### src/rtl/imem_fetch.sv
// Instruction-fetch requester for synchronous-read instruction memories.
// Issues one word address per cycle under credit control and queues {pc, inst} for decode.
module imem_fetch #(
    parameter logic [31:0] RESET_PC   = 32'h0000_0000,
    parameter int unsigned FIFO_DEPTH = 2,
    parameter bit          SWAP_BYTES = 1'b1
) (
    input  logic        clk_i,
    input  logic        rst_i,
    output logic [29:0] imem_addr_o,
    input  logic [31:0] imem_inst_i,
    input  logic        redirect_valid_i,
    input  logic [31:0] redirect_pc_i,
    output logic        out_valid_o,
    input  logic        out_ready_i,
    output logic [31:0] out_pc_o,
    output logic [31:0] out_inst_o
);
    localparam int unsigned CW = $clog2(FIFO_DEPTH + 1);
    localparam int unsigned PW = (FIFO_DEPTH > 1) ? $clog2(FIFO_DEPTH) : 1;
    localparam logic [CW:0]   DEPTH_C  = (CW + 1)'(FIFO_DEPTH);
    localparam logic [CW-1:0] CNT_ONE  = CW'(1);
    localparam logic [PW-1:0] PTR_ONE  = PW'(1);
    localparam logic [PW-1:0] PTR_LAST = PW'(FIFO_DEPTH - 1);

    function automatic logic [31:0] swap_word(input logic [31:0] w);
        logic [31:0] r;
        if (SWAP_BYTES) begin
            r = {w[7:0], w[15:8], w[23:16], w[31:24]};
        end else begin
            r = w;
        end
        return r;
    endfunction

    function automatic logic [PW-1:0] ptr_inc(input logic [PW-1:0] p);
        logic [PW-1:0] r;
        if (p == PTR_LAST) begin
            r = {PW{1'b0}};
        end else begin
            r = p + PTR_ONE;
        end
        return r;
    endfunction

    logic [31:0]   pc_q, pc_d;
    logic          infl_q, infl_d;
    logic [31:0]   infl_pc_q, infl_pc_d;
    logic [CW-1:0] count_q, count_d;
    logic [PW-1:0] rd_ptr_q, rd_ptr_d;
    logic [PW-1:0] wr_ptr_q, wr_ptr_d;
    logic [31:0]   fifo_pc_q   [FIFO_DEPTH];
    logic [31:0]   fifo_inst_q [FIFO_DEPTH];

    logic          pop_s;
    logic          push_s;
    logic          issue_s;
    logic [31:0]   issue_pc_s;
    logic [CW:0]   credit_s;

    assign out_valid_o = (count_q != {CW{1'b0}});
    assign out_pc_o    = fifo_pc_q[rd_ptr_q];
    assign out_inst_o  = fifo_inst_q[rd_ptr_q];
    assign imem_addr_o = issue_pc_s[31:2];

    // Issue credit, capture decision and next-state for PC, in-flight tag and queue bookkeeping.
    always_comb begin
        pop_s      = out_valid_o & out_ready_i;
        // The same-cycle pop frees a slot, so full-rate streaming works with two entries.
        credit_s   = {1'b0, count_q} + {{CW{1'b0}}, infl_q} - {{CW{1'b0}}, pop_s};
        issue_pc_s = redirect_valid_i ? (redirect_pc_i & 32'hFFFF_FFFC) : pc_q;
        issue_s    = redirect_valid_i | (credit_s < DEPTH_C);
        push_s     = infl_q & ~redirect_valid_i;

        pc_d      = pc_q;
        infl_d    = issue_s;
        infl_pc_d = infl_pc_q;
        if (issue_s) begin
            pc_d      = issue_pc_s + 32'd4;
            infl_pc_d = issue_pc_s;
        end else begin
            pc_d      = pc_q;
            infl_pc_d = infl_pc_q;
        end

        count_d  = count_q;
        rd_ptr_d = rd_ptr_q;
        wr_ptr_d = wr_ptr_q;
        if (redirect_valid_i) begin
            count_d  = {CW{1'b0}};
            rd_ptr_d = {PW{1'b0}};
            wr_ptr_d = {PW{1'b0}};
        end else begin
            rd_ptr_d = pop_s  ? ptr_inc(rd_ptr_q) : rd_ptr_q;
            wr_ptr_d = push_s ? ptr_inc(wr_ptr_q) : wr_ptr_q;
            case ({push_s, pop_s})
                2'b10:   count_d = count_q + CNT_ONE;
                2'b01:   count_d = count_q - CNT_ONE;
                default: count_d = count_q;
            endcase
        end
    end

    // State registers and queue storage; returned word is captured in the cycle after issue.
    always_ff @(posedge clk_i or posedge rst_i) begin
        if (rst_i) begin
            pc_q      <= RESET_PC;
            infl_q    <= 1'b0;
            infl_pc_q <= 32'h0000_0000;
            count_q   <= {CW{1'b0}};
            rd_ptr_q  <= {PW{1'b0}};
            wr_ptr_q  <= {PW{1'b0}};
            for (int i = 0; i < int'(FIFO_DEPTH); i++) begin
                fifo_pc_q[i]   <= 32'h0000_0000;
                fifo_inst_q[i] <= 32'h0000_0000;
            end
        end else begin
            pc_q      <= pc_d;
            infl_q    <= infl_d;
            infl_pc_q <= infl_pc_d;
            count_q   <= count_d;
            rd_ptr_q  <= rd_ptr_d;
            wr_ptr_q  <= wr_ptr_d;
            if (push_s) begin
                fifo_pc_q[wr_ptr_q]   <= infl_pc_q;
                fifo_inst_q[wr_ptr_q] <= swap_word(imem_inst_i);
            end
        end
    end
endmodule

### config.mk
export PLATFORM = sky130hd
export DESIGN_NAME = imem_fetch
export DESIGN_NICKNAME = d
export VERILOG_FILES = /design/src/rtl/imem_fetch.sv
export SDC_FILE = /design/constraint.sdc
export NUM_CORES = 1
export LEC_CHECK = 0
export ABC_AREA = 1
export CAP_MARGIN = 20
export CORE_ASPECT_RATIO = 2
export CORE_MARGIN = 3
export CORE_UTILIZATION = 35
export DETAILED_ROUTE_END_ITERATION = 12
export PLACE_DENSITY = 0.69
export SYNTH_ARGS = -nofsm -noshare
export SYNTH_HDL_FRONTEND = slang
export SYNTH_SLANG_ARGS = --single-unit
export TNS_END_PERCENT = 50
### constraint.sdc
create_clock -name clk_i -period 6.7 [get_ports clk_i]
set_input_delay 1.34 -clock clk_i [delete_from_list [all_inputs] [get_ports clk_i]]
set_output_delay 1.34 -clock clk_i [all_outputs]
set_load 0.01 [all_outputs]
* Word level (Yosys, flattened, before mapping)
Index checks and enable logic that the tools add are counted.
** Word-level totals
- Flip-flop bits (word level) :: 197
- Input port bits :: 68
- Word-level logic and storage cells :: 54
** Cells by class
- Add/sub/neg operators :: 7
- $lt $le $gt $ge :: 4
- Equal/unequal tests :: 2
- Muxes and demuxes :: 20
- Bitwise logic cells :: 6
- Reductions and logical operators :: 5
** Operators with widths (number)
- 32-bit 2-to-1 mux :: 9
- 64-bit bitwise mux :: 2
- 32-bit by 3-bit adder with 32-bit output (second input constant) :: 1
- 32-bit demux with 1-bit select :: 1
- 1-bit 2-to-1 mux :: 6
- 2-bit nonzero test :: 3
- 2-bit >= comparator (second input constant) :: 2
- 1-bit inverter with 2-bit output :: 2
- 2-bit one-hot mux with 2 select lines :: 1
- 2-bit by 1-bit adder with 3-bit output :: 1
- 3-bit by 2-bit less-than comparator with 1-bit output (second input constant) :: 1
- 3-bit nonzero test :: 1
- 3-bit by 1-bit subtractor with 3-bit output :: 1
- 1-bit adder (second input constant) :: 2
- 2-bit by 1-bit adder with 2-bit output (second input constant) :: 1
- 1-bit bitwise AND :: 2
- 2-bit by 1-bit equality test with 1-bit output (second input constant) :: 1
- 2-bit equality test (second input constant) :: 1
- 2-bit by 1-bit less-than comparator with 1-bit output (second input constant) :: 1
- 2-bit 2-to-1 mux :: 1
- 2-bit by 1-bit subtractor with 2-bit output (second input constant) :: 1
- 1-bit logical AND :: 1
- 1-bit inverter :: 1
- 1-bit OR :: 1

* Longest topological paths before layout
Gate-level depths: netlist of run 1.
- Depth after elaboration :: 6
- Mapped depth :: 16
- Depth with buffers taken out :: 15

* Worst setup path before layout of run 1
OpenSTA, ideal clock, no wires.
- Path type :: input port to output port
- From :: input port redirect_valid_i
- To :: output port imem_addr_o[29]
- Arrival time :: 2.188 ns
- Data required time :: 5.360 ns
- Slack :: 3.172 ns
- Stages on the path :: 7
- Buffers on the path :: 3
- Path through :: buf_6 > clkinv_4 > buf_12 > buf_6 > or2_1 > o21ai_0 > inv_2
** On the way
- Word-level cells in the longest chain between the ends :: 1
** Ends and longest elaborated chain
- start: declaration :: line 12 : input logic redirect_valid_i,
- 32-bit 2-to-1 mux :: line 71 : issue_pc_s = redirect_valid_i ? (redirect_pc_i & 32'hFFFF_FFFC) : pc_q;
- end: declaration :: line 10 : output logic [29:0] imem_addr_o,
No other way between the ends.

* Worst setup path after layout of run 1
Same ends and word-level chain as after synthesis.

==> results of run 1 <==
[Yosys cell counts (2+ instances only)]
cell      number
o21ai_1        5
nand2_2       29
clkbuf_1      30
a21oi_1       10
buf_1          2
buf_6          3
inv_2          4
buf_2         19
nand2_4        6
nor2_2         8
nor2_1        43
nand3b_1       2
nand2_1      499
xor2_1         2
nand3_1       33
inv_1         94
dfrtp_1      189
buf_4          4
o21ai_0      159
nor2_4         6
o211ai_1       6
nand4_1        4
xnor2_1        4
[power groups by stage]
stage / combinational (mW) / clock [mW] / sequential, mW
5_1_grt: 2.40 / 1.11 / 1.97
6_report: 2.12 / 1.03 / 1.90
3_5_place_dp: 2.13 / 0 / 1.92
3_3_place_gp: 2.08 / 0 / 1.90
2_1_floorplan: 1.29 / 0 / 1.87
4_1_cts: 2.14 / 1.07 / 1.90
[critical path: stages]
cell	delay (ns)
clkdlybuf4s50_1	0.45
buf_4	0.38
clkinv_4	0.38
or2_1	0.32
o21ai_0	0.13
inv_2	0.09
clkdlybuf4s50_1	0.49
[through the flow]
| stage | util (%) | power (mW) | setup WS (ns) |
|---|---|---|---|
| 6_report | 45.5 | 5.06 | 1.75 |
| 5_1_grt | 45.5 | 5.48 | 1.58 |
| 4_1_cts | 45.3 | 5.11 | 1.70 |
| 3_5_place_dp | 42.9 | 4.05 | 1.71 |
| 3_3_place_gp | 42.9 | 3.98 | 1.74 |
| 2_1_floorplan | - | 3.16 | 0.218 |
[area by class of cell]
class | count | area share (%)
multi-input cells | 828 | 32.1
flip-flops and latches | 189 | 41.1
well taps | 336 | 3.65
repair buffers | 168 | 14.7
inverters | 99 | 3.33
clock inverters | 12 | 1.39
clock buffers | 20 | 3.79
[metal layers]
metal | routed length, um | share of wire (%) | vias to the layer above | track usage [%]
met5 | 0 | 0 | - | 0
met1 | 9090 | 39 | 3613 | 19.9
met3 | 920 | 4.0 | 47 | 2.73
li1 | - | - | 3905 | -
met4 | 1020 | 4.4 | 0 | 9.47
met2 | 12200 | 53 | 226 | 30.0
[cells by family after synthesis]
kind of cell	count (synthesis)	synth area share (%)
adders and majority gates	2	0.357
DFF	189	52.0
AOI/OAI and AO/OA	184	10.5
xor gates and xnor gates	6	0.577
buffers and inverters	159	7.59
and+or+nand+nor	634	29.0
other	1	0.0412
[state kept, by name, summed over array words and instances, names as in the netlist]
signal,cells
infl_pc_q,30
wr_ptr_q,1
fifo_inst_q,64
fifo_pc_q,60
pc_q,30
infl_q,1
rd_ptr_q,1
count_q,2
[how the worst min path moves through the flow]
stage          slack [ns]                   end  depth (start not counted)            startpoint
6_report             0.48  pc_q[22]$_DFFE_PP0P_                          2  pc_q[22]$_DFFE_PP0P_
5_1_grt              0.51  pc_q[25]$_DFFE_PP0P_                          2  pc_q[25]$_DFFE_PP0P_
4_1_cts              0.48   pc_q[3]$_DFFE_PP0P_                          2   pc_q[3]$_DFFE_PP0P_
3_5_place_dp         0.46   pc_q[3]$_DFFE_PP0P_                          2   pc_q[3]$_DFFE_PP0P_
3_3_place_gp         0.46   pc_q[3]$_DFFE_PP0P_                          2   pc_q[3]$_DFFE_PP0P_
2_1_floorplan        0.44   pc_q[3]$_DFFE_PP0P_                          2   pc_q[3]$_DFFE_PP0P_
==> impl_metrics.py, run 1 <==
metrics = {
    "status": {
        "status": "complete, no violations",
    },
    "timing": {
        "final-setup-viol-count": 0,
        "fmax_mhz": 202,
        "grt_setup_unrepaired": "false",
        "finalSetupTns_ns": 0,
        "report.final.slew_viol_count": 0,
        "slew_headroom_pct": 34.0,
        "skew_ns": 0.0104,
        "tightest_slew_ns": 0.990,
        "whs_ns": 0.480,
        "fin_crit_sh_pct": 73.9,
        "hold_viol": 0,
        "post-route-min-period_ns": 4.95,
    },
    "global_route": {
        "grt_max_degree": 138,
        "grtUsageTotal_pct": 17.2,
        "grt_pass1_vias": 7595,
        "grt_overflow": 0,
        "grt_pass1_wl_mm": 38.2,
        "antenna_found_initial": 0,
    },
    "final_layout": {
        "antenna_cells": 0,
        "synthToLayoutAreaGrowth_pct": 26.6,
        "final_area_um2": 11500,
        "multi_input_area_um2": 3690,
        "drive_above_1_share_pct": 7.45,
        "mostFrequentLayoutCell": "nand2_1",
        "mostFrequentLayoutCells": "nand2_1, dfrtp_1, o21ai_0",
        "fillerInstances": 2547,
        "layout.nets": 1373,
        "final-seq-area_um2": 4730,
        "finalNonFillerCells": 1652,
    },
    "route": {
        "wl_per_cell_um": 14.1,
        "num_vias": 7791,
        "wirelength_mm": 23.2,
        "drt_first_pass_iters": 5,
        "drt_iter0_drc": 477,
        "drc": 0,
        "routed_via_density": 4.72,
        "ant_nets": 0,
    },
    "logic_synthesis": {
        "ys_seq_area_share_pct": 52.0,
        "yosysWarningCount": 0,
        "syn_area_per_cell_um2": 7.75,
        "ys_types": 37,
        "yosys-top-cells-area": "dfrtp_1, nand2_1, o21ai_0, inv_1, nand2_2",
        "synthesis.area_um2": 9100,
        "synth_seq_cells": 189,
        "async_flop_share_pct": 100,
        "synth.top_cell.area_share_pct": 52.0,
        "synthFlopType": "dfrtp_1",
        "synthCells": 1175,
        "yosysTopAreaCell": "dfrtp_1",
        "synth_edf_count": 0,
    },
    "clocking": {
        "clockRootBuffer": "clkbuf_16",
        "hold_buffers": 0,
        "cts_inserted_buffers": 17,
        "path_clk_slew_ns": 0.07,
        "h-tree-depth": 4,
        "clk_latency_ns": 0.44,
        "clock_path_buffers": 2,
        "cts_setup_buffers": 0,
        "cts_resized": 0,
        "cts_tree": "done",
        "cts_sinks": 189,
    },
    "floorplan": {
        "die_area_um2": 28100,
        "std_cell_rows": 82,
        "die_y_um": 234,
        "die_w_um": 120,
        "io-pin-count": 163,
        "core_um2": 25300,
        "start_util_pct": 35.9,
    },
    "critical_path": {
        "critPathRequiredTime_ns": 5.36,
        "worstReg2RegEnd": "pc_q[23]$_DFFE_PP0P_",
        "reg2reg_depth": 16,
        "r2r-start": "count_q[1]$_DFFE_PP0P_",
        "cp-end-kind": "output port",
        "crit_path_end": "imem_addr_o[29]",
        "crit_path_start_kind": "input port",
        "crit_type": "in2out",
        "worstSetupStartpoint": "redirect_valid_i",
        "worst-path-max-fanout": 35,
        "worst_ep_arrival_time_ns": 3.61,
        "r2r_slack_ns": 3.95,
    },
    "place": {
        "dpl.cell_count": 1618,
        "gp_congestion": 0.864,
        "placed_area_um2": 10900,
        "io_buffer_count": 158,
        "dp_hpwl_mm": 15.8,
    },
    "power": {
        "p_clk_share_pct": 20.4,
        "p_int_mw": 3.15,
        "p_sw_mw": 1.91,
        "power.static_leakage_nw": 5.58,
        "power_frac_comb_pct": 41.9,
        "swShare_pct": 37.8,
        "ir_worst_vdd_mv": 0.230,
        "powerDensity_nw_per_um2": 439,
        "p_seq_share_pct": 37.7,
    },
    "min_path": {
        "hp-class": "reg2reg",
    },
    "flow_run": {
        "maxCapViolCount": 0,
    },
}
No activity file was read; power rests on OpenSTA's default activity.
==> run 2: changes to the inputs <==
--- a/config.mk
+++ b/config.mk
@@ -11,7 +11,7 @@
 export CORE_MARGIN = 3
 export CORE_UTILIZATION = 35
 export DETAILED_ROUTE_END_ITERATION = 12
-export PLACE_DENSITY = 0.69
+export PLACE_DENSITY = 0.67
 export SYNTH_ARGS = -nofsm -noshare
 export SYNTH_HDL_FRONTEND = slang
 export SYNTH_SLANG_ARGS = --single-unit
==> constraint.sdc (replaced) <==
create_clock -name clk_i -period 4.8 [get_ports clk_i]
set_input_delay 0.96 -clock clk_i [delete_from_list [all_inputs] [get_ports clk_i]]
set_output_delay 0.96 -clock clk_i [all_outputs]
set_load 0.01 [all_outputs]
==> run 2 against run 1 <==
Effect of this change: sequential cell count did not move; core utilization rose by 0.059 points; sequential share of layout area fell by 0.053 points; die area did not move; final area rose by 0.13%; total power rose by 40%; largest cell class unchanged; via count fell by 0.21%; critical path depth fell by 1.
==> impl_metrics.py, run 2 (synthesized netlist as in run 1, its figures left out) <==
metrics = {
    "global_route": {
        "grt_pass1_vias": 7470,
        "grtUsageTotal_pct": 17.2,
        "grt_overflow": 0,
        "grt_max_degree": 125,
        "antenna_found_initial": 0,
        "grt_pass1_wl_mm": 38.1,
    },
    "critical_path": {
        "worst-path-max-fanout": 35,
        "critPathRequiredTime_ns": 3.84,
        "crit_type": "in2out",
        "r2r_slack_ns": 1.89,
        "worst_ep_arrival_time_ns": 2.89,
        "cp-end-kind": "output port",
        "reg2reg_depth": 16,
        "worstReg2RegEnd": "pc_q[19]$_DFFE_PP0P_",
        "crit_path_start_kind": "input port",
        "r2r-start": "count_q[1]$_DFFE_PP0P_",
    },
    "clocking": {
        "clock_path_buffers": 2,
        "cts_resized": 0,
        "clk_latency_ns": 0.44,
        "hold_buffers": 0,
        "cts_sinks": 189,
        "cts_inserted_buffers": 17,
        "cts_setup_buffers": 0,
        "clockRootBuffer": "clkbuf_16",
        "h-tree-depth": 4,
        "cts_tree": "done",
        "path_clk_slew_ns": 0.07,
    },
    "route": {
        "met1_length_mm": 9.27,
        "drt_first_pass_iters": 5,
        "highest_layer": "met4",
        "drc": 0,
        "wirelength_mm": 23.5,
        "routed_via_density": 4.70,
        "met2_wirelength_mm": 12.3,
        "wl_met3_um": 791,
        "wl_per_cell_um": 14.2,
        "num_vias": 7775,
        "ant_nets": 0,
        "drt_iter0_drc": 509,
    },
    "timing": {
        "grt_setup_unrepaired": "false",
        "tightest_slew_ns": 0.862,
        "post-route-min-period_ns": 3.85,
        "finalSetupTns_ns": 0,
        "final-setup-viol-count": 0,
        "hold_viol": 0,
        "fmax_mhz": 260,
        "skew_ns": 0.00961,
        "slew_headroom_pct": 42.5,
        "fin_crit_sh_pct": 80.2,
        "report.final.slew_viol_count": 0,
    },
    "final_layout": {
        "synthToLayoutAreaGrowth_pct": 26.7,
        "layout.nets": 1374,
        "fillerInstances": 2546,
        "top_regs": "fifo_inst_q x64, fifo_pc_q x60",
        "largest_reg_flops": 64,
        "mostFrequentLayoutCells": "nand2_1, dfrtp_1, o21ai_0",
        "max_flop_register": "fifo_inst_q",
        "antenna_cells": 0,
        "mostFrequentLayoutCell": "nand2_1",
        "drive_above_1_share_pct": 7.59,
    },
    "place": {
        "io_buffer_count": 158,
        "gp_congestion": 0.828,
        "dp_hpwl_mm": 16.3,
    },
    "floorplan": {
        "std_cell_rows": 82,
        "die_w_um": 120,
        "io-pin-count": 163,
        "die_y_um": 234,
        "core_um2": 25300,
        "start_util_pct": 35.9,
        "die_area_um2": 28100,
    },
    "power": {
        "powerDensity_nw_per_um2": 612,
        "power.static_leakage_nw": 5.58,
        "ir_worst_vdd_mv": 0.295,
        "power_mw": 7.06,
    },
    "status": {
        "status": "complete, no violations",
    },
    "min_path": {
        "min_from": "pc_q[3]$_DFFE_PP0P_",
        "hold_end": "pc_q[3]$_DFFE_PP0P_",
        "worstHoldPathCells": 2,
        "hp-class": "reg2reg",
    },
    "flow_run": {
        "maxCapViolCount": 0,
    },
}
run 2: cell count changes in the layout (fill, tap and decap cells not counted):
cell / change
clkbuf_8: +1
inv_6: -3
clkinv_2: -1
clkinvlp_4: +3
clkbuf_1: -1
buf_12: +3
buf_16: -2
clkinv_4: +1
run 2: worst max path at each step:
stage	cells after the start	to	start	slack, ns
global route	6	imem_addr_o[29]	redirect_valid_i	0.86
CTS	6	imem_addr_o[29]	redirect_valid_i	0.93
detailed placement	6	imem_addr_o[29]	redirect_valid_i	0.94
floorplan	1	count_q[0]$_DFFE_PP0P_	rst_i	1.41
global placement	6	imem_addr_o[29]	redirect_valid_i	0.96
finish	6	imem_addr_o[29]	redirect_valid_i	0.95
run 2: layer usage:
metal	GRT usage, %	vias up
li1	-	3905
met1	19.4	3612
met2	30.3	200
met3	3.43	58
met4	9.65	0
met5	0	-
run 2: report_power, final:
group	leakage (nW)	total, mW	switching [mW]	internal, mW
combinational	2.93	2.94	1.71	1.23
clock	0.288	1.46	0.617	0.838
sequential	2.36	2.67	0.344	2.32
total	5.58	7.06	2.67	4.39
run 2: critical path: stages:
cell             delay (ns)
clkdlybuf4s50_1        0.60
clkinv_4               0.31
or2_1                  0.31
o21ai_0                0.12
inv_2                  0.09
clkdlybuf4s50_1        0.49
run 2: area by class of cell:
| class | count | area [um^2] | share of cell area (%) |
|---|---|---|---|
| clock inverters | 12 | 164 | 1.42 |
| repair buffers | 169 | 1700 | 14.7 |
| flip-flops and latches | 189 | 4730 | 41.0 |
| well taps | 336 | 420 | 3.64 |
| clock buffers | 20 | 447 | 3.87 |
| inverters | 99 | 380 | 3.30 |
| multi-input cells | 828 | 3690 | 32.0 |
run 2: through the flow:
| step | setup slack [ns] | instances | hold WS [ns] | util, % | cell area (um^2) |
|---|---|---|---|---|---|
| after floorplan | 1.41 | 1176 | 0.442 | - | 9110 |
| after global placement | 0.956 | 1621 | 0.456 | 43.1 | 10900 |
| after detailed placement | 0.942 | 1621 | 0.466 | 43.1 | 10900 |
| after CTS | 0.935 | 1653 | 0.483 | 45.5 | 11500 |
| after global routing | 0.856 | 1653 | 0.502 | 45.5 | 11500 |
| final | 0.950 | 1653 | 0.480 | 45.5 | 11500 |
==> run 3: changes to the inputs <==
==> constraint.sdc (replaced) <==
create_clock -name clk_i -period 3.8 [get_ports clk_i]
set_input_delay 0.76 -clock clk_i [delete_from_list [all_inputs] [get_ports clk_i]]
set_output_delay 0.76 -clock clk_i [all_outputs]
set_load 0.01 [all_outputs]
==> run 3 against run 2 <==
Effect of this change: die area stayed put; wire length grew 1.4%; core utilization increased by 0.25 points; sequential cell count is the same; sequential share of layout area shrank 0.23 points; register-to-register slack got worse by 0.77 ns; via count fell by 0.75%; global-route usage up 0.34 points; clock power increased by 15%; combinational power increased by 30%; non-clock buffer count grew 9; highest routed layer unchanged; total power up 25%.
==> impl_metrics.py, run 3 (synthesized netlist as in run 1, its figures left out) <==
metrics = {
    "power": {
        "p_clk_share_pct": 19.0,
        "powerDensity_nw_per_um2": 764,
        "p_int_mw": 5.41,
        "p_seq_share_pct": 38.0,
        "ir_worst_vdd_mv": 0.465,
        "swShare_pct": 38.9,
        "power_frac_comb_pct": 43.0,
        "p_sw_mw": 3.45,
        "power.static_leakage_nw": 5.63,
    },
    "critical_path": {
        "critPathRequiredTime_ns": 3.04,
        "crit_type": "in2out",
        "crit_path_start_kind": "input port",
        "cp_slowest_cell": "clkdlybuf4s50_1",
        "cpMostUsedCell": "clkdlybuf4s50_1",
        "path_buf_inv": 4,
        "cp_slowest_stage_delay_ns": 0.66,
        "cp-end-kind": "output port",
        "worst_ep_arrival_time_ns": 2.67,
        "worst-path-max-fanout": 23,
        "cp_cell_sequence": "clkdlybuf4s50_1 -> clkinv_4 -> or2_1 -> o21ai_0 -> inv_2 -> clkdlybuf4s50_1",
        "crit_family": "buffers and inverters",
    },
    "timing": {
        "post-route-min-period_ns": 3.43,
        "tightest_slew_ns": 0.772,
        "hold_viol": 0,
        "grt_setup_unrepaired": "false",
        "fin_crit_sh_pct": 90.3,
        "skew_ns": 0.00868,
        "finalSetupTns_ns": 0,
        "report.final.slew_viol_count": 0,
        "final-setup-viol-count": 0,
        "fmax_mhz": 292,
        "slew_headroom_pct": 48.5,
    },
    "clocking": {
        "path_clk_slew_ns": 0.07,
        "cts_resized": 0,
        "cts_sinks": 189,
        "cts_tree": "done",
        "hold_buffers": 0,
        "clock_path_buffers": 2,
        "clockRootBuffer": "clkbuf_16",
        "clk_latency_ns": 0.45,
        "h-tree-depth": 4,
        "cts_setup_buffers": 0,
        "cts_inserted_buffers": 17,
    },
    "final_layout": {
        "max_flop_register": "fifo_inst_q",
        "largest_reg_flops": 64,
        "final_core_util_pct": 45.8,
        "finalNonFillerCells": 1663,
        "drive_above_1_share_pct": 8.37,
        "mostFrequentLayoutCells": "nand2_1, dfrtp_1, o21ai_0",
        "top_regs": "fifo_inst_q x64, fifo_pc_q x60",
        "mostFrequentLayoutCell": "nand2_1",
        "synthToLayoutAreaGrowth_pct": 27.4,
        "layout.nets": 1383,
    },
    "place": {
        "dpl.cell_count": 1630,
        "io_buffer_count": 158,
        "dp_hpwl_mm": 17.0,
        "gp_congestion": 0.878,
    },
    "floorplan": {
        "die_w_um": 120,
        "std_cell_rows": 82,
        "die_y_um": 234,
        "core_um2": 25300,
        "start_util_pct": 35.9,
        "die_area_um2": 28100,
        "io-pin-count": 163,
    },
    "route": {
        "ant_nets": 0,
        "drt_first_pass_iters": 5,
        "num_vias": 7717,
        "routed_via_density": 4.64,
        "drt_iter0_drc": 502,
        "drc": 0,
        "wirelength_mm": 23.8,
        "wl_per_cell_um": 14.3,
    },
    "global_route": {
        "grt_overflow": 0,
        "antenna_found_initial": 1,
        "grt_max_degree": 84,
        "grtUsageTotal_pct": 17.6,
        "grt_pass1_vias": 7544,
        "grt_pass1_wl_mm": 38.5,
    },
    "min_path": {
        "hp-class": "reg2reg",
    },
    "flow_run": {
        "maxCapViolCount": 0,
    },
    "status": {
        "status": "complete, no violations",
    },
}
run 3: cell count changes in the layout (fill, tap and decap cells not counted), sizes merged:
| cell | delta |
|---|---|
| buf | +9 |
| inv | +6 |
| bufinv | -3 |
| clkbuf | -3 |
| clkinv | +2 |
| clkinvlp | -2 |
| diode | +1 |
run 3: area by class of cell:
cell class	instances	area [um^2]
sequential	189	4730
inverter	99	380
antenna	1	2.50
clock buffer	17	425
tap	336	420
clock inverter	15	129
multi-input combinational	828	3690
timing repair buffer	178	1820
fill	2571	13700
run 3: worst min-delay path, stage by stage, from the launching register on:
cell	delay (ns)
dfrtp_1	0.35
nand2_1	0.06
nand2_1	0.05
run 3: power by group through the flow:
stage          logic (mW)  registers (mW)  clock network [mW]
6_report             3.81            3.37                1.68
5_1_grt              4.30            3.48                1.83
4_1_cts              3.88            3.37                1.75
3_5_place_dp         3.86            3.40                   0
3_3_place_gp         3.78            3.36                   0
2_1_floorplan        2.28            3.29                   0
run 3: path summary, 6_finish.rpt:
check,start,endpoint,slack [ns],depth (start not counted)
max in group asynchronous,rst_i,fifo_pc_q[62]$_DFFE_PP0P_,2.39,3
hold reg to reg,pc_q[3]$_DFFE_PP0P_,pc_q[3]$_DFFE_PP0P_,0.48,2
min in group asynchronous,rst_i,fifo_inst_q[29]$_DFFE_PP0P_,0.67,2
setup reg to reg,count_q[1]$_DFFE_PP0P_,pc_q[11]$_DFFE_PP0P_,1.12,14
hold / removal,pc_q[3]$_DFFE_PP0P_,pc_q[3]$_DFFE_PP0P_,0.48,2
setup / recovery,redirect_valid_i,imem_addr_o[29],0.37,6
run 3: per-stage QoR:
step / area [um^2] / setup WS (ns) / power, mW / hold slack [ns]
2_1_floorplan: 9110 / 0.606 / 5.57 / 0.442
3_3_place_gp: 11000 / 0.356 / 7.14 / 0.457
3_5_place_dp: 11000 / 0.329 / 7.26 / 0.460
4_1_cts: 11600 / 0.337 / 9.00 / 0.477
5_1_grt: 11600 / 0.248 / 9.61 / 0.498
6_report: 11600 / 0.370 / 8.86 / 0.478
run 3: routing by layer:
layer / global-route usage (%) / vias up / share of wire (%)
met4: 8.82 / 0 / 3.6
met2: 32.0 / 185 / 53
met3: 2.82 / 39 / 3.3
li1: - / 3933 / -
met5: 0 / - / 0
met1: 19.6 / 3560 / 40
==> edit 1 (flow settings as in run 1) <==
Make the reset (`rst_i`) synchronous in one clocked block.
--- a/src/rtl/imem_fetch.sv
+++ b/src/rtl/imem_fetch.sv
@@ -103,5 +103,5 @@
 
     // State registers and queue storage; returned word is captured in the cycle after issue.
-    always_ff @(posedge clk_i or posedge rst_i) begin
+    always_ff @(posedge clk_i) begin
         if (rst_i) begin
             pc_q      <= RESET_PC;
Behaviour: differs if rst_i is asserted again (counterexample within 4 cycles, from zero or initial values and one cycle with rst_i high); with rst_i held inactive, the same outputs for 4 cycles.
==> edit 1 against run 1 <==
  * Clock skew decreased by 0.00057 ns
  * Wire length fell by 4.0%
  * First-iteration DRC count shrank 33%
  * Area after synthesis grew 0.63%
  * Cell area grew 0.35%
  * Worst setup slack better by 0.38 ns
  * Via count fell by 10%
  * Register-to-register slack worse by 0.58 ns
  * Synthesized cell count decreased by 15%
  * Sequential cell count rose by 1
  * Critical path type unchanged
  * Critical endpoint is now imem_addr_o[23]
  * Largest cell class unchanged
Power is not compared: it rests on default switching activity, and its combinational part moved more than twofold at a synthesized area within 25%.
==> edit 1: results (changes against run 1) <==
Status
  – Outcome: complete, no violations (unchanged)

Worst setup path
  – Path depth of the worst reg2reg path: 15 (was 16)
  – CP Max Fanout: 38 (was 35)
  – Worst path max stage delay: 0.61 ns (was 0.49 ns)
  – CP arrival: 3.24 ns (was 3.61 ns)

Synth
  – Post-synth ARST share: 0% (was 100.0%)
  – Synth Area in Compound Gates: 6.597% (was 10.47%)
  – Commonest cells in the netlist: nor2_1, nand2_1, inv_1 (was nand2_1, dfrtp_1, o21ai_0)
  – Synth Area in Adders: 0.6282% (was 0.3573%)
  – Seq/Total Area, Yosys: 55.07% (was 51.95%)
  – Main flop type after synthesis: edfxtp_1 (was dfrtp_1)
  – XOR/XNOR Fraction of Synth Area: 0.3824% (was 0.5772%)
  – Ranking of synthesized cells by area: edfxtp_1, dfxtp_1, nor2_1 (was dfrtp_1, nand2_1, o21ai_0)
  – Post-synthesis mux area share: 7.621% (was 0%)
  – EDFF count, synth: 124 (was 0)
  – Post-synth cell types: 44 (was 37)

Clock network
  – Post-CTS setup repair buffer count: 0 (unchanged)

Drt
  – Top sig layer: met4 (unchanged)
  – Drt initial violations: 321 (was 477)
  – Vias: 7008 (was 7791)
  – Post-DR wirelength/cell: 14.94 um (was 14.06 um)
  – Drt drc: 0 (unchanged)
  – Met1 wire length: 8314 um (was 9090 um)
  – Metal3 WL: 803 um (was 920 um)
  – Met2 WL: 12110 um (was 12200 um)

Global route
  – GRT Resource Usage Total: 16.31% (was 17.16%)
  – Largest net degree at the start of global routing: 64 (was 138)
  – M2 GR Usage: 29.50% (was 30.04%)
  – Grt met1 use: 17.33% (was 19.93%)
  – Vias in the first global route: 7146 (was 7595)
  – Met3 Track Usage GR: 3.251% (was 2.727%)
  – First-pass GRT wire length: 36360 um (was 38170 um)

Placement
  – Routability-driven placement congestion ratio: 0.8966 (was 0.8637)
  – Dpl ws: 2.083 ns (was 1.711 ns)
  – Post-DP HPWL: 15440 um (was 15810 um)
  – Cell Area, Placed: 0.01099 mm2 (was 0.01087 mm2)

Min path
  – Worst hold path depth: 1 (was 2)
  – Hold WC Path Type: register to register (unchanged)

Final layout
  – Nets@finish: 1211 (was 1373)
  – Filler Cells Inserted: 2541 (was 2547)
  – Layout cell share with drive strength beyond 1: 14.15% (was 7.447%)

STA
  – Least-Margin Pin Slew: 0.8822 ns (was 0.9901 ns)
  – Clock Skews: 0.009842 ns (was 0.01041 ns)

Power
  – Max IR drop VDD: roughly 170 uV
## edit 1: cell types whose count changed in the layout (fill, tap and decap cells not counted), sizes merged, moves of 11 or more
cell	change
nand2	-341
nor2	+147
nand3	+11
edfxtp	+124
mux2	+62
o21ai	-119
a211oi	+17
dfxtp	+66
a21oi	+21
inv	+35
dfrtp	-189
## edit 1: final cells by class
| class | instances | area share, % |
|---|---|---|
| tap | 340 | 3.679 |
| sequential | 190 | 43.64 |
| clock inverter | 14 | 1.147 |
| timing repair buffer | 168 | 14.28 |
| inverter | 132 | 4.285 |
| clock buffer | 18 | 3.798 |
| multi-input combinational | 630 | 29.17 |
## edit 1: stage by stage
step | total power [uW] | util (%) | instances
2_1_floorplan | 1611 | - | 1000
3_3_place_gp | 1791 | 42.68 | 1460
3_5_place_dp | 1799 | 42.68 | 1460
4_1_cts | 2792 | 44.90 | 1492
5_1_grt | 2889 | 44.90 | 1492
6_report | 2752 | 44.90 | 1492
## edit 1: worst reg2reg max path, stage by stage, from the launching register on
cell     delay, ns
dfxtp_1       0.37
or2_2         0.33
nand2_1       0.10
inv_1         0.09
ha_1          0.28
inv_1         0.06
nand2_1       0.06
fa_1          0.38
xnor2_1       0.13
nand2_1       0.08
nand2_2       0.06
inv_2         0.65
buf_4         0.38
a21oi_1       0.06
o21ai_0       0.15
inv_1         0.05
## edit 1: worst paths after layout
| kind | start | end | slack (ns) |
|---|---|---|---|
| hold / removal | rd_ptr_q | register | 0.46 |
| hold reg to reg | rd_ptr_q | register | 0.46 |
| setup reg to reg | count_q[1] | pc_q[8] | 3.37 |
| setup / recovery | redirect_valid_i | imem_addr_o[23] | 2.12 |
## edit 1: where the power goes
part	switching [uW]	total, uW	internal (uW)
Clock	452	982	530
Sequential	23.6	1350	1320
Combinational	235	423	188
Total	711	2750	2040
==> edit 2 (config.mk and constraints of run 1) <==
Made on the original files. Set the parameter `FIFO_DEPTH` to 1 (it was 2).
--- a/src/rtl/imem_fetch.sv
+++ b/src/rtl/imem_fetch.sv
@@ -3,5 +3,5 @@
 module imem_fetch #(
     parameter logic [31:0] RESET_PC   = 32'h0000_0000,
-    parameter int unsigned FIFO_DEPTH = 2,
+    parameter int unsigned FIFO_DEPTH = 1,
     parameter bit          SWAP_BYTES = 1'b1
 ) (
Check against the original RTL: not equivalent (a bounded check fails within 4 cycles, from zero or initial values and one cycle with rst_i high).
==> edit 2 against run 1 <==
  * Count of clock-buffer cells in the layout shrank 1
  * Critical endpoint is now imem_addr_o[0]
  * Worst hold slack worse by 0.0068 ns
  * Cell area down 29%
  * Wire length shrank 33%
  * Clock skew decreased by 0.0022 ns
  * Worst setup slack worse by 0.0016 ns
  * Sequential cell count shrank 65
  * First-iteration DRC count fell by 51%
  * Area after synthesis fell by 35%
  * Power fell by 29%
==> edit 2: results (changes against run 1) <==
Clock network
  – Post-CTS setup repair buffer count: 0 (unchanged)
  – Inserted Clock Buffers: 17 (unchanged)
  – H-tree depth: 4 (unchanged)
  – Worst skew pair latency: 0.41 ns (was 0.44 ns)
  – Clock-pin slew on the worst setup and hold paths: 0.06 ns

Drt
  – Post-Route WL: 15630 um (was 23220 um)
  – Drt initial violations: 236 (was 477)
  – DRT Pass-1 Iters: 5 (unchanged)
  – Via/cell ratio: 4.738 (was 4.716)

STA
  – Clock Skews: 0.008256 ns (was 0.01041 ns)
  – Hold_ws: 0.4735 ns (was 0.4803 ns)
  – Least-Margin Pin Slew: 0.8926 ns (was 0.9901 ns)

Worst setup path
  – R2R Setup Slk: 3.90 ns (was 3.95 ns)
  – Reg-to-Reg End: pc_q[23] (unchanged)
  – CP arrival: 3.62 ns (was 3.61 ns)
  – Slowest cell on the critical path: clkdlybuf4s50_1 (unchanged)
  – Worst setup startpoint: redirect_valid_i (unchanged)
  – Path depth of the worst reg2reg path: 14 (was 16)
  – Reg-to-Reg Start: out_valid_o (was count_q[1])
  – Worst path max stage delay: 0.96 ns (was 0.49 ns)
  – CP Max Fanout: 20 (was 35)

Power
  – Max IR drop VDD: 191.0 uV (was 229.8 uV)
  – Leakage: 0.003655 uW (was 0.005584 uW)
  – P_sw: 1235 uW (was 1910 uW)

Placement
  – Cell Area, Placed: 0.007644 mm2 (was 0.01087 mm2)
  – IO Port Bufs: 158 (unchanged)
  – Routability-driven placement congestion ratio: 0.9039 (was 0.8637)
  – Post-DP HPWL: 11280 um (was 15810 um)
  – Dpl ws: 1.750 ns (was 1.711 ns)

Synth
  – Ranking of synthesized cells by area: dfrtp_1, nand2_1, mux2_2 (was dfrtp_1, nand2_1, o21ai_0)
  – Post-synth ARST share: 100.0% (unchanged)
  – Post-synth cell types: 38 (was 37)
  – Seq/Total Area, Yosys: 52.18% (was 51.95%)
  – Synth warnings: 0 (unchanged)
  – Main flop type after synthesis: dfrtp_1 (unchanged)
  – Commonest cells in the netlist: nand2_1, dfrtp_1, o21ai_0 (unchanged)

Final layout
  – Largest Register: fifo_inst_q (unchanged)
  – Nets@finish: 900 (was 1373)
  – Number of antenna cells inserted: 0 (unchanged)
  – Layout cell share with drive strength beyond 1: 15.68% (was 7.447%)
  – Largest register FFs: 32 (was 64)

Global route
  – GRT Resource Usage Total: 17.39% (was 17.16%)
  – GRT overflow: 0 (unchanged)
  – Largest net degree at the start of global routing: 72 (was 138)
  – Vias in the first global route: 4900 (was 7595)
  – First-pass GRT wire length: 25530 um (was 38170 um)

Min path
  – Worst hold path depth: 2 (unchanged)
  – Hold WC Path Type: register to register (unchanged)
  – Worst Hold Path EP: pc_q[3] (was pc_q[22])
  – Hold path start: pc_q[3] (was pc_q[22])

Status
  – Outcome: complete, no violations (unchanged)
-- edit 2: worst max-delay path by stage --
stage,endpoint,slack [ns],depth (start not counted)
floorplan,fifo_inst_q[0],2.06,1
global placement,imem_addr_o[0],1.76,6
detailed placement,imem_addr_o[0],1.75,6
CTS,imem_addr_o[0],1.73,6
global route,imem_addr_o[0],1.66,6
finish,imem_addr_o[0],1.74,6
-- edit 2: final cells by class --
class	instances	area, um2
clock inverter	13	125.1
tap	204	255.2
sequential	124	3103
clock buffer	19	442.9
multi-input combinational	472	2465
timing repair buffer	163	1619
inverter	51	201.4
fill	1534	8222
-- edit 2: logic make-up after synthesis --
| kind of cell | Yosys count | synth area share (%) |
|---|---|---|
| muxes | 36 | 6.817 |
| xor gates and xnor gates | 3 | 0.4419 |
| DFF | 124 | 52.18 |
| and+or+nand+nor | 349 | 26.09 |
| other | 1 | 0.06306 |
| adders and majority gates | 3 | 0.6312 |
| buffers and inverters | 81 | 6.564 |
| AOI/OAI and AO/OA | 79 | 7.216 |
-- edit 2: power groups by stage --
stage	clock [uW]	sequential [uW]	combinational [uW]
after floorplan	0	1340	719
final	880	1260	1450
after CTS	904	1270	1480
after global routing	935	1310	1610
after global placement	0	1260	1450
after detailed placement	0	1280	1470
-- edit 2: worst reg2reg max path, stage by stage, from the launching register on --
cell and delay (ns):
dfrtp_1 0.41, nand2_1 0.08, inv_1 0.04, ha_1 0.26
inv_1 0.04, ha_1 0.26, a21oi_1 0.10, o21ai_0 0.11
nand2_2 0.06, buf_4 0.51, inv_1 0.09, buf_4 0.32
nor2_1 0.26, nand3_1 0.11, nand3_1 0.10
-- edit 2: layer usage --
metal | vias up | global-route usage, % | routed length, um
li1 | 2469 | - | -
met1 | 2281 | 19.93 | 5995
met2 | 174 | 30.62 | 8267
met3 | 32 | 3.295 | 760
met4 | 0 | 8.785 | 604
met5 | - | 0 | 0
-- edit 2: metrics by stage --
step | cells | util, %
floorplan | 677 | -
global placement | 1014 | 46.51
detailed placement | 1014 | 46.51
CTS | 1046 | 49.97
global route | 1046 | 49.97
finish | 1046 | 49.97
